File: src/rtl/compare_sequencer_pkg.sv
// compare_sequencer_pkg: shared FSM state type and sizing constants for the compare sequencer.
package compare_sequencer_pkg;
   typedef enum logic [1:0] {S_IDLE, S_CMP, S_DONE} state_e;
   localparam int NBYTES_DEFAULT = 4;
   localparam int BYTE_W = 8;
endpackage

File: src/rtl/compare_sequencer_byte_eq_unit.sv
// byte_eq_unit: gated byte inequality detector, neq forced low when disabled.
module byte_eq_unit
   import compare_sequencer_pkg::*;
(
   input  logic [BYTE_W-1:0] x,
   input  logic [BYTE_W-1:0] y,
   input  logic              en,
   output logic              neq
);
   assign neq = en && (x != y);
endmodule

File: src/rtl/compare_sequencer.sv
// compare_sequencer: byte-serial word comparator reporting equality and the lowest mismatching byte.
// Define CMP_EARLY_EXIT_EN to finish as soon as the first mismatch is found.
module compare_sequencer
   import compare_sequencer_pkg::*;
#(
   parameter int NBYTES = NBYTES_DEFAULT,
   parameter int IW = (NBYTES > 1) ? $clog2(NBYTES) : 1
) (
   input  logic                     clk,
   input  logic                     rst,
   input  logic                     start,
   input  logic [BYTE_W*NBYTES-1:0] a_word,
   input  logic [BYTE_W*NBYTES-1:0] b_word,
   output logic                     busy,
   output logic                     done,
   output logic                     equal,
   output logic [IW-1:0]            mism_idx
);
   localparam logic [IW-1:0] LAST = IW'(NBYTES - 1);
   state_e state_q, state_d;
   logic [BYTE_W*NBYTES-1:0] a_q, a_d, b_q, b_d;
   logic [IW-1:0] idx_q, idx_d, first_q, first_d, mism_idx_q, mism_idx_d;
   logic eq_acc_q, eq_acc_d, busy_q, busy_d, done_q, done_d, equal_q, equal_d;
   logic neq, hit, accept, finish;
   byte_eq_unit u_eq (
      .x   (a_q[BYTE_W*idx_q +: BYTE_W]),
      .y   (b_q[BYTE_W*idx_q +: BYTE_W]),
      .en  (state_q == S_CMP),
      .neq (neq)
   );
   always_comb begin
      accept = (state_q == S_IDLE) && start;
      hit = neq && eq_acc_q;
`ifdef CMP_EARLY_EXIT_EN
      finish = (state_q == S_CMP) && (neq || idx_q == LAST);
`else
      finish = (state_q == S_CMP) && (idx_q == LAST);
`endif
      state_d = accept ? S_CMP : finish ? S_DONE : (state_q == S_DONE) ? S_IDLE : state_q;
      a_d = accept ? a_word : a_q;
      b_d = accept ? b_word : b_q;
      idx_d = accept ? '0 : (state_q == S_CMP && !finish) ? idx_q + 1'b1 : idx_q;
      eq_acc_d = accept ? 1'b1 : eq_acc_q && !neq;
      first_d = accept ? '0 : hit ? idx_q : first_q;
      // results are published only when the compare completes
      equal_d = accept ? 1'b0 : finish ? eq_acc_q && !neq : equal_q;
      mism_idx_d = accept ? '0 : finish ? (hit ? idx_q : first_q) : mism_idx_q;
      busy_d = state_d != S_IDLE;
      done_d = state_d == S_DONE;
   end
   always_ff @(posedge clk or posedge rst) begin
      if (rst) begin
         state_q    <= S_IDLE;
         a_q        <= '0;
         b_q        <= '0;
         idx_q      <= '0;
         first_q    <= '0;
         mism_idx_q <= '0;
         eq_acc_q   <= 1'b1;
         busy_q     <= 1'b0;
         done_q     <= 1'b0;
         equal_q    <= 1'b0;
      end else begin
         state_q    <= state_d;
         a_q        <= a_d;
         b_q        <= b_d;
         idx_q      <= idx_d;
         first_q    <= first_d;
         mism_idx_q <= mism_idx_d;
         eq_acc_q   <= eq_acc_d;
         busy_q     <= busy_d;
         done_q     <= done_d;
         equal_q    <= equal_d;
      end
   end
   assign busy     = busy_q;
   assign done     = done_q;
   assign equal    = equal_q;
   assign mism_idx = mism_idx_q;
endmodule

File: config.mk
export PLATFORM = sky130hd
export DESIGN_NAME = compare_sequencer
export DESIGN_NICKNAME = d
export VERILOG_FILES = /design/src/rtl/compare_sequencer_pkg.sv /design/src/rtl/compare_sequencer_byte_eq_unit.sv /design/src/rtl/compare_sequencer.sv
export SDC_FILE = /design/constraint.sdc
export NUM_CORES = 1
export LEC_CHECK = 0
export BUFFER_PORTS_ARGS = -buffer_cell sky130_fd_sc_hd__clkbuf_2
export CAP_MARGIN = 20
export CORE_MARGIN = 2
export CORE_UTILIZATION = 54
export DETAILED_ROUTE_END_ITERATION = 16
export PLACE_DENSITY = 0.79
export SYNTH_ARGS = -nofsm -noshare
export SYNTH_HDL_FRONTEND = slang
export SYNTH_SLANG_ARGS = --single-unit
File: constraint.sdc
create_clock -name clk -period 2.2 [get_ports clk]
set_input_delay 0 -clock clk [delete_from_list [all_inputs] [get_ports clk]]
set_output_delay 0 -clock clk [all_outputs]
set_load 0.1 [all_outputs]
==> flow_summary.yaml, run 1 <==
die:
  core_mm2: 0.00599
  start_util_pct: 56.5
  io_pins: 72
  fp.dieH_um: 83.2
  dieArea_mm2: 0.00692
  num_rows: 28
  die_w_um: 83.2
hold_path:
  min_path_type: "primary input to async pin"
timing:
  setup_viol: 0
  fmax_ghz: 0.537
  min_period_ns: 1.86
  worst_pin_slew_ns: 0.646
  tns_ns: 0
  clock_skew_ns: 0.00914
  period_share_pct: 84.6
  rsz0062_at_grt: "false"
  slew_viol_final: 0
  slew_headroom_pct: 56.9
  hold_viol_final: 0
  timing.final.ws_setup_ns: 0.338
logic_synthesis:
  synth_edf_count: 0
  synth_area_per_cell_um2: 8.98
  ys_warn_count: 0
  netlist_area_mm2: 0.00339
  synth_fp_nets: 445
  ys_seq_elements: 76
  synth_area_leaders: "dfrtp_1, nand2_1, xor2_1, xnor2_1, nor2_1"
  async_reset_ff_share_pct: 100
  syn_inst: 377
  synth.largest_area_cell: "dfrtp_1"
  synth_top_area_share_pct: 55.4
  ys.flop_type: "dfrtp_1"
  synth_cell_type_count: 37
  ys_seq_area_share_pct: 56.2
routing:
  ant_nets: 0
  wl_per_cell_um: 13.8
  wirelength_mm: 8.22
  post-route-drc-count: 0
  viasPerCell: 5.06
  vias: 3006
  first_pass_iters: 5
  drt_iter0_drc: 196
global_routing:
  grt_usage_pct: 25.6
  grt_max_degree: 68
  grt_pass1_wl_mm: 14.1
  grt_pass1_vias: 3095
  grt_antenna_before_repair: 0
  grt-ovfl-total: 0
clock_network:
  clkTransAtPathRegs_ns: 0.07
  cts.sinks: 76
  cts_tree: "yes"
  cts-root-buf: "clkbuf_8"
  htree_levels: 3
  worstSkewPairLatency_ns: 0.34
  postCtsSetupBuffers: 0
  clock_path_buffers: 2
  cts-buffers-inserted: 9
finish:
  syn_to_final_growth_pct: 38.7
  nets: 582
  diodes: 0
  num-fill-cells: 377
  multiInputGateArea_mm2: 0.00140
  seqCellArea_mm2: 0.00190
  drive_above_1_share_pct: 19.3
critical_path:
  path_class: "register to register"
  timing.rr.start: "idx_q[0]$_DFFE_PP0P_"
  cp.arrival_ns: 2.13
  critPathMaxFanout: 9
  reg2reg_slack_ns: 0.34
  critPathTopFamily: "compound AO/OA/AOI/OAI gates"
  critPathMaxStageDelay_ns: 0.57
  required_ns: 2.46
  endpoint_kind: "register"
  crit_path_top_delay_cell: "dfrtp_1"
  cp-start-kind: "register"
  cp.depth: 6
  cp_cell_sequence: "inv_4 -> nor4_2 -> o22ai_4 -> o211ai_2 -> a211o_2 -> mux2i_1"
  path_buf_inv: 1
  rr_worst_depth: 6
  r2r_end: "first_q[1]$_DFF_PP0_"
job:
  max_cap_violations: 0
placement:
  finalWeightedCongestion: 0.824
  post-place-ws_ns: 0.357
  port_buffers: 71
  hpwl_mm: 4.65
power_and_ir_drop:
  leakagePower_uw: 0.00252
  powerDensity_mw_per_mm2: 1250
  ir_drop_mv: 0.680
outcome:
  status: "finished clean"
[power by group]
group	switching, µW	leakage [µW]	internal [µW]
clock network	482	0.0000979	589
registers	488	0.000949	2040
logic	1350	0.00148	910
total	2320	0.00252	3540
[stage by stage]
| stage | power (µW) | std cells | hold slack, ns | cell area [µm²] | util, % |
|---|---|---|---|---|---|
| after floorplan | 4140 | 377 | 0.105 | 3390 | - |
| after global placement | 4570 | 512 | 0.0939 | 3840 | 64.1 |
| after detailed placement | 4660 | 512 | 0.110 | 3840 | 64.1 |
| after CTS | 5840 | 594 | 0.297 | 4700 | 78.4 |
| after global routing | 6320 | 594 | 0.370 | 4700 | 78.4 |
| final | 5860 | 594 | 0.293 | 4700 | 78.4 |
[metal layers]
layer	vias up	global-route usage, %	wire length (µm)
met2	102	42.5	4280
met1	1422	32.0	3340
met3	25	4.57	349
met5	-	0	0
met4	0	13.9	248
li1	1457	-	-
[worst max-delay path by stage]
stage                           endpoint  slack (ns)                 start
finish              first_q[1]$_DFF_PP0_        0.34  idx_q[0]$_DFFE_PP0P_
global route        first_q[1]$_DFF_PP0_        0.18  idx_q[0]$_DFFE_PP0P_
CTS                 first_q[1]$_DFF_PP0_        0.35  idx_q[0]$_DFFE_PP0P_
detailed placement  first_q[1]$_DFF_PP0_        0.36  idx_q[0]$_DFFE_PP0P_
global placement    first_q[0]$_DFF_PP0_        0.43  idx_q[0]$_DFFE_PP0P_
floorplan             a_q[0]$_DFFE_PP0P_        0.26                   rst
[worst register-to-register path, delay by kind of cell, from the launching register on]
kind	cells	cell delay, ns
compound gates	3	0.57
buf+inv	1	0.09
flops	1	0.57
mux	1	0.19
simple gates	1	0.37
[cell type report]
cell class,instances,area share [%]
flip-flops and latches,76,40.5
well taps,75,2.00
repair buffers,141,23.1
inverters,5,0.453
clock inverters,1,0.639
multi-input cells,281,29.8
clock buffers,15,3.54
[cells in the mapped netlist, drive strengths merged, types with 2 or more instances]
library cell and instances:
buf 5, o21ai 3, nor3 3, dfrtp 75, inv 5, clkbuf 10
xor2 28, a21oi 2, mux2i 4, a21o 2, nor2 11, nor4 7
xnor2 5, nand2b 2, o211ai 2, nand2 199
[logic make-up after synthesis]
group	synth area share [%]
AO/OA/AOI/OAI	4.69
adder cells (fa/ha/maj)	0.369
buffers and inverters	2.77
XOR/XNOR	8.53
AND/OR/NAND/NOR	26.3
multiplexers	1.18
flip-flops	56.2
[cell usage in the layout (no fill, tap or decap), drive strengths merged]
master,count
a31oi,1
bufinv,1
mux2i,4
nor2,11
buf,4
nand2b,2
nand4,1
a22oi,1
o31ai,1
dlygate4sd3,66
xnor2,5
dfstp,1
a211o,1
nor3,3
nand3,1
nand2,199
o211a,1
or2,1
a32o,1
xor2,28
a31o,1
clkbuf,86
o2111ai,1
a21oi,2
o21ai,3
a21o,2
nor4,7
o22ai,1
inv,5
dfrtp,75
ha,1
o211ai,2
[what timing repair did]
action | 4_1_cts | 5_1_grt
gates resized for setup | 0 | 0
endpoints found under the setup margin | 0 | 0
endpoints found under the hold margin | 93 | 0
hold buffers | 66 | 0
[registers in the layout, summed over array words and instances (netlist names)]
name      count
done          1
idx_q         2
equal         1
busy          1
a_q          32
state_q       2
mism_idx      2
first_q       2
b_q          32
eq_acc_q      1
(Power assumes the default switching activity.)
==> inputs of run 2 (changes only) <==
==> constraint.sdc (replaced) <==
create_clock -name clk -period 1.9 [get_ports clk]
set_input_delay 0 -clock clk [delete_from_list [all_inputs] [get_ports clk]]
set_output_delay 0 -clock clk [all_outputs]
set_load 0.1 [all_outputs]
==> run 2 against run 1 <==
Against the previous run: critical path depth did not move; wire length rose by 6.7%; via count rose by 2.5%; maximum frequency fell by 0.64%; worst setup slack got worse by 0.31 ns; clock skew fell by 0.00057 ns; critical endpoint unchanged; count of clock-buffer cells in the layout fell by 4; flip-flop and latch count did not move; total power rose by 19%; register-to-register slack got worse by 0.31 ns; sequential share of layout area fell by 0.66 points; critical path type unchanged.
==> flow_summary.yaml, run 2 (synthesis results as in run 1) <==
clock_network:
  cts-root-buf: "clkbuf_8"
  htree_levels: 3
  clkTransAtPathRegs_ns: 0.08
  cts_tree: "yes"
  worstSkewPairLatency_ns: 0.36
  clock_path_buffers: 2
  cts.sinks: 76
  cts-buffers-inserted: 9
finish:
  top_regs: "a_q: 32 flops, b_q: 32 flops"
  instances_no_fill: 596
  syn_to_final_growth_pct: 41.1
  diodes: 0
  layout_common_cells: "nand2_1, dfrtp_1, clkbuf_2"
  layout_commonest_cell: "nand2_1"
  drive_above_1_share_pct: 22.5
  nets: 584
placement:
  post-place-ws_ns: 0.0608
  hpwl_mm: 4.59
  port_buffers: 71
  dp.cells: 513
  finalWeightedCongestion: 0.870
routing:
  drt_iter0_drc: 291
  wirelength_mm: 8.77
  viasPerCell: 5.17
  wl_per_cell_um: 14.7
  vias: 3082
  post-route-drc-count: 0
  ant_nets: 0
  first_pass_iters: 5
critical_path:
  required_ns: 2.17
  cp.arrival_ns: 2.15
  setup.worst_path.end: "first_q[1]$_DFF_PP0_"
  path_class: "register to register"
  startpoint: "a_q[21]$_DFFE_PP0P_"
  critPathMaxFanout: 3
  rr_worst_depth: 6
  cp-start-kind: "register"
  reg2reg_slack_ns: 0.03
  endpoint_kind: "register"
  timing.rr.start: "a_q[21]$_DFFE_PP0P_"
  r2r_end: "first_q[1]$_DFF_PP0_"
die:
  dieArea_mm2: 0.00692
  io_pins: 72
  num_rows: 28
  fp.dieH_um: 83.2
  core_mm2: 0.00599
  start_util_pct: 56.5
  die_w_um: 83.2
timing:
  worst_hold_slack_ns: 0.225
  worst_pin_slew_ns: 0.541
  timing.final.ws_setup_ns: 0.0263
  period_share_pct: 98.6
  setup_viol: 0
  fmax_ghz: 0.534
  clock_skew_ns: 0.00857
  slew_viol_final: 0
  min_period_ns: 1.87
  slew_headroom_pct: 64.1
  hold_viol_final: 0
power_and_ir_drop:
  powerDensity_mw_per_mm2: 1460
  leakagePower_uw: 0.00253
  ir_drop_mv: 0.939
global_routing:
  grt_pass1_wl_mm: 14.1
  grt_max_degree: 68
  grt_antenna_before_repair: 0
  grt-ovfl-total: 0
  grt_pass1_vias: 3065
  grt_usage_pct: 25.8
job:
  max_cap_violations: 0
hold_path:
  min_path_type: "primary input to async pin"
outcome:
  status: "finished clean"
[run 2: changes by cell type in the layout (fill, tap and decap cells not counted), sizes merged]
cell | before | now
clkinv | 0 | 3
clkbuf | 86 | 82
bufinv | 1 | 0
clkinvlp | 0 | 2
buf | 4 | 6
[run 2: worst min path at each step]
| stage | from | endpoint | slack, ns | cells after the start |
|---|---|---|---|---|
| floorplan | a_word[0] | a_q[0]$_DFFE_PP0P_ | 0.11 | 2 |
| global placement | rst | a_q[20]$_DFFE_PP0P_ | 0.05 | 2 |
| detailed placement | rst | a_q[20]$_DFFE_PP0P_ | 0.05 | 2 |
| CTS | rst | b_q[22]$_DFFE_PP0P_ | 0.23 | 3 |
| global route | rst | a_q[22]$_DFFE_PP0P_ | 0.26 | 3 |
| finish | rst | a_q[20]$_DFFE_PP0P_ | 0.22 | 3 |
[run 2: where the power goes]
part | switching (µW) | internal (µW)
Clock | 617 | 548
Sequential | 606 | 2360
Combinational | 1740 | 1130
[run 2: stage by stage]
stage               cell area (µm²)  setup TNS (ns)  util (%)  total power [µW]
finish                         4780               0      79.8              7000
global route                   4780         -0.0381      79.8              7470
global placement               3840               0      64.1              5270
floorplan                      3390               0         -              4790
detailed placement             3840               0      64.1              5370
CTS                            4690               0      78.2              6640
[run 2: repair_timing]
item,4_1_cts,5_1_grt
gates resized for setup,0,13
buffers inserted,0,1
hold endpoints to repair,86,0
hold buffers,66,0
setup endpoints to repair,0,5
[run 2: routing by layer]
metal	vias up	GRT usage, %	share of wire, %
li1	1458	-	-
met1	1454	30.5	39
met2	130	43.4	51
met3	40	6.06	5.7
met4	0	14.2	4.1
met5	-	0	0
[run 2: critical path, cell delays in order, from the launching register on]
cell,delay [ns]
dfrtp_1,0.39
xor2_1,0.17
nor4_2,0.36
mux2i_1,0.21
o211ai_2,0.24
a211o_2,0.20
mux2i_1,0.21
[run 2: final cells by class]
cell class,instances,area (µm²)
well taps,75,93.8
flip-flops and latches,76,1900
fillers,331,1210
clock buffers,11,151
inverters,5,25.0
clock inverters,5,35.0
repair buffers,143,1090
multi-input cells,281,1480
==> inputs of run 3 (changes only) <==
--- a/config.mk
+++ b/config.mk
@@ -10,6 +10,7 @@
 export CORE_MARGIN = 2
 export CORE_UTILIZATION = 54
 export DETAILED_ROUTE_END_ITERATION = 16
+export MAX_ROUTING_LAYER = met4
 export PLACE_DENSITY = 0.79
 export SYNTH_ARGS = -nofsm -noshare
 export SYNTH_HDL_FRONTEND = slang
==> run 3 against run 2 <==
Against the previous run: clock power is essentially flat; global-route usage increased by 0.77 points; total power is essentially flat; maximum frequency is 2.6% higher; worst setup slack gained 0.047 ns; flip-flop and latch count is the same; register-to-register slack improved by 0.05 ns; first-iteration DRC count rose by 5.8%; combinational power hardly changed; critical path type unchanged; critical endpoint unchanged; largest cell class unchanged; highest routed layer unchanged.
==> flow_summary.yaml, run 3 (synthesis results as in run 1) <==
placement:
  port_buffers: 71
  hpwl_mm: 4.59
  placedInstanceArea_mm2: 0.00384
  finalWeightedCongestion: 0.884
routing:
  viasPerCell: 5.15
  first_pass_iters: 5
  post-route-drc-count: 0
  wirelength_mm: 8.75
  wl_per_cell_um: 14.7
  ant_nets: 0
  vias: 3070
  drt_iter0_drc: 308
clock_network:
  clkTransAtPathRegs_ns: 0.08
  cts-buffers-inserted: 9
  cts-root-buf: "clkbuf_8"
  cts.sinks: 76
  htree_levels: 3
  cts_tree: "yes"
  worstSkewPairLatency_ns: 0.36
  clock_path_buffers: 2
timing:
  clock_skew_ns: 0.0102
  min_period_ns: 1.83
  worst_hold_slack_ns: 0.224
  fmax_ghz: 0.547
  slew_viol_final: 0
  hold_viol_final: 0
  worst_pin_slew_ns: 0.533
  slew_headroom_pct: 64.4
  setup_viol: 0
  period_share_pct: 96.1
finish:
  layout_commonest_cell: "nand2_1"
  diodes: 0
  finalInstanceArea_mm2: 0.00478
  layout_common_cells: "nand2_1, dfrtp_1, clkbuf_2"
  top_regs: "a_q: 32 flops, b_q: 32 flops"
  nets: 584
  drive_above_1_share_pct: 22.5
  syn_to_final_growth_pct: 41.1
  num-fill-cells: 331
die:
  dieArea_mm2: 0.00692
  io_pins: 72
  core_mm2: 0.00599
  num_rows: 28
  die_w_um: 83.2
  fp.dieH_um: 83.2
  start_util_pct: 56.5
job:
  max_cap_violations: 0
hold_path:
  min_path_type: "primary input to async pin"
power_and_ir_drop:
  powerDensity_mw_per_mm2: 1460
  ir_drop_mv: 0.937
  leakagePower_uw: 0.00253
global_routing:
  grt_pass1_wl_mm: 14.1
  grt_usage_pct: 26.6
  grt_max_degree: 68
  grt-ovfl-total: 0
  grt_antenna_before_repair: 0
  grt_pass1_vias: 3066
outcome:
  status: "finished clean"
critical_path:
  cp-start-kind: "register"
  endpoint_kind: "register"
  path_class: "register to register"
  required_ns: 2.18
  critPathMaxFanout: 3
  cp.arrival_ns: 2.11
-- run 3: cell counts in the layout (fill, tap and decap cells not counted) --
Identical to the previous run, type by type.
-- run 3: worst paths after layout --
path                                          from                 endpoint  slack [ns]  cells after the start
setup reg to reg               a_q[21]$_DFFE_PP0P_     first_q[1]$_DFF_PP0_        0.07                      6
max in group asynchronous                      rst       eq_acc_q$_DFF_PP1_        1.00                      4
hold reg to reg            mism_idx[1]$_DFFE_PP0P_  mism_idx[1]$_DFFE_PP0P_        0.49                      2
hold / removal                                 rst      a_q[22]$_DFFE_PP0P_        0.22                      3
min in group clk                        a_word[27]      a_q[27]$_DFFE_PP0P_        0.37                      4
setup / recovery               a_q[21]$_DFFE_PP0P_     first_q[1]$_DFF_PP0_        0.07                      6
-- run 3: per-stage QoR --
step	cells	util (%)	setup TNS, ns	power [µW]	worst slack [ns]
after floorplan	377	-	0	4790	0.280
after global placement	513	64.1	0	5270	0.125
after detailed placement	513	64.1	0	5370	0.0608
after CTS	595	78.2	0	6640	0.0298
after global routing	596	79.8	-0.0428	7470	-0.0309
final	596	79.8	0	6990	0.0735
-- run 3: what timing repair did --
action,in CTS,in global routing
resized for setup,0,13
hold endpoints to repair,86,0
setup endpoints to repair,0,5
hold buffers,66,0
setup buffers,0,1
-- run 3: area by class of cell --
class	count	area, µm²	area share [%]
inverters	5	25.0	0.524
flip-flops and latches	76	1900	39.8
repair buffers	143	1090	22.7
multi-input cells	281	1480	31.0
clock inverters	5	35.0	0.733
clock buffers	11	151	3.17
well taps	75	93.8	1.96
-- run 3: per-layer routing --
metal  vias up  GRT usage (%)  part of all wire, %
li1       1455              -                    -
met1      1452           30.5                   40
met2       131           43.5                   51
met3        32           6.76                  5.5
met4         0           13.1                  3.6
met5         -              -                    0
-- run 3: critical path: stages (launching register included) --
cell and delay [ns]:
dfrtp_1 0.39, xor2_1 0.17, nor4_2 0.35, mux2i_1 0.21, o211ai_2 0.24, a211o_2 0.20
mux2i_1 0.19
-- run 3: report_power, final --
group	internal (µW)	switching [µW]
Clock	548	615
Sequential	2360	608
Combinational	1130	1730
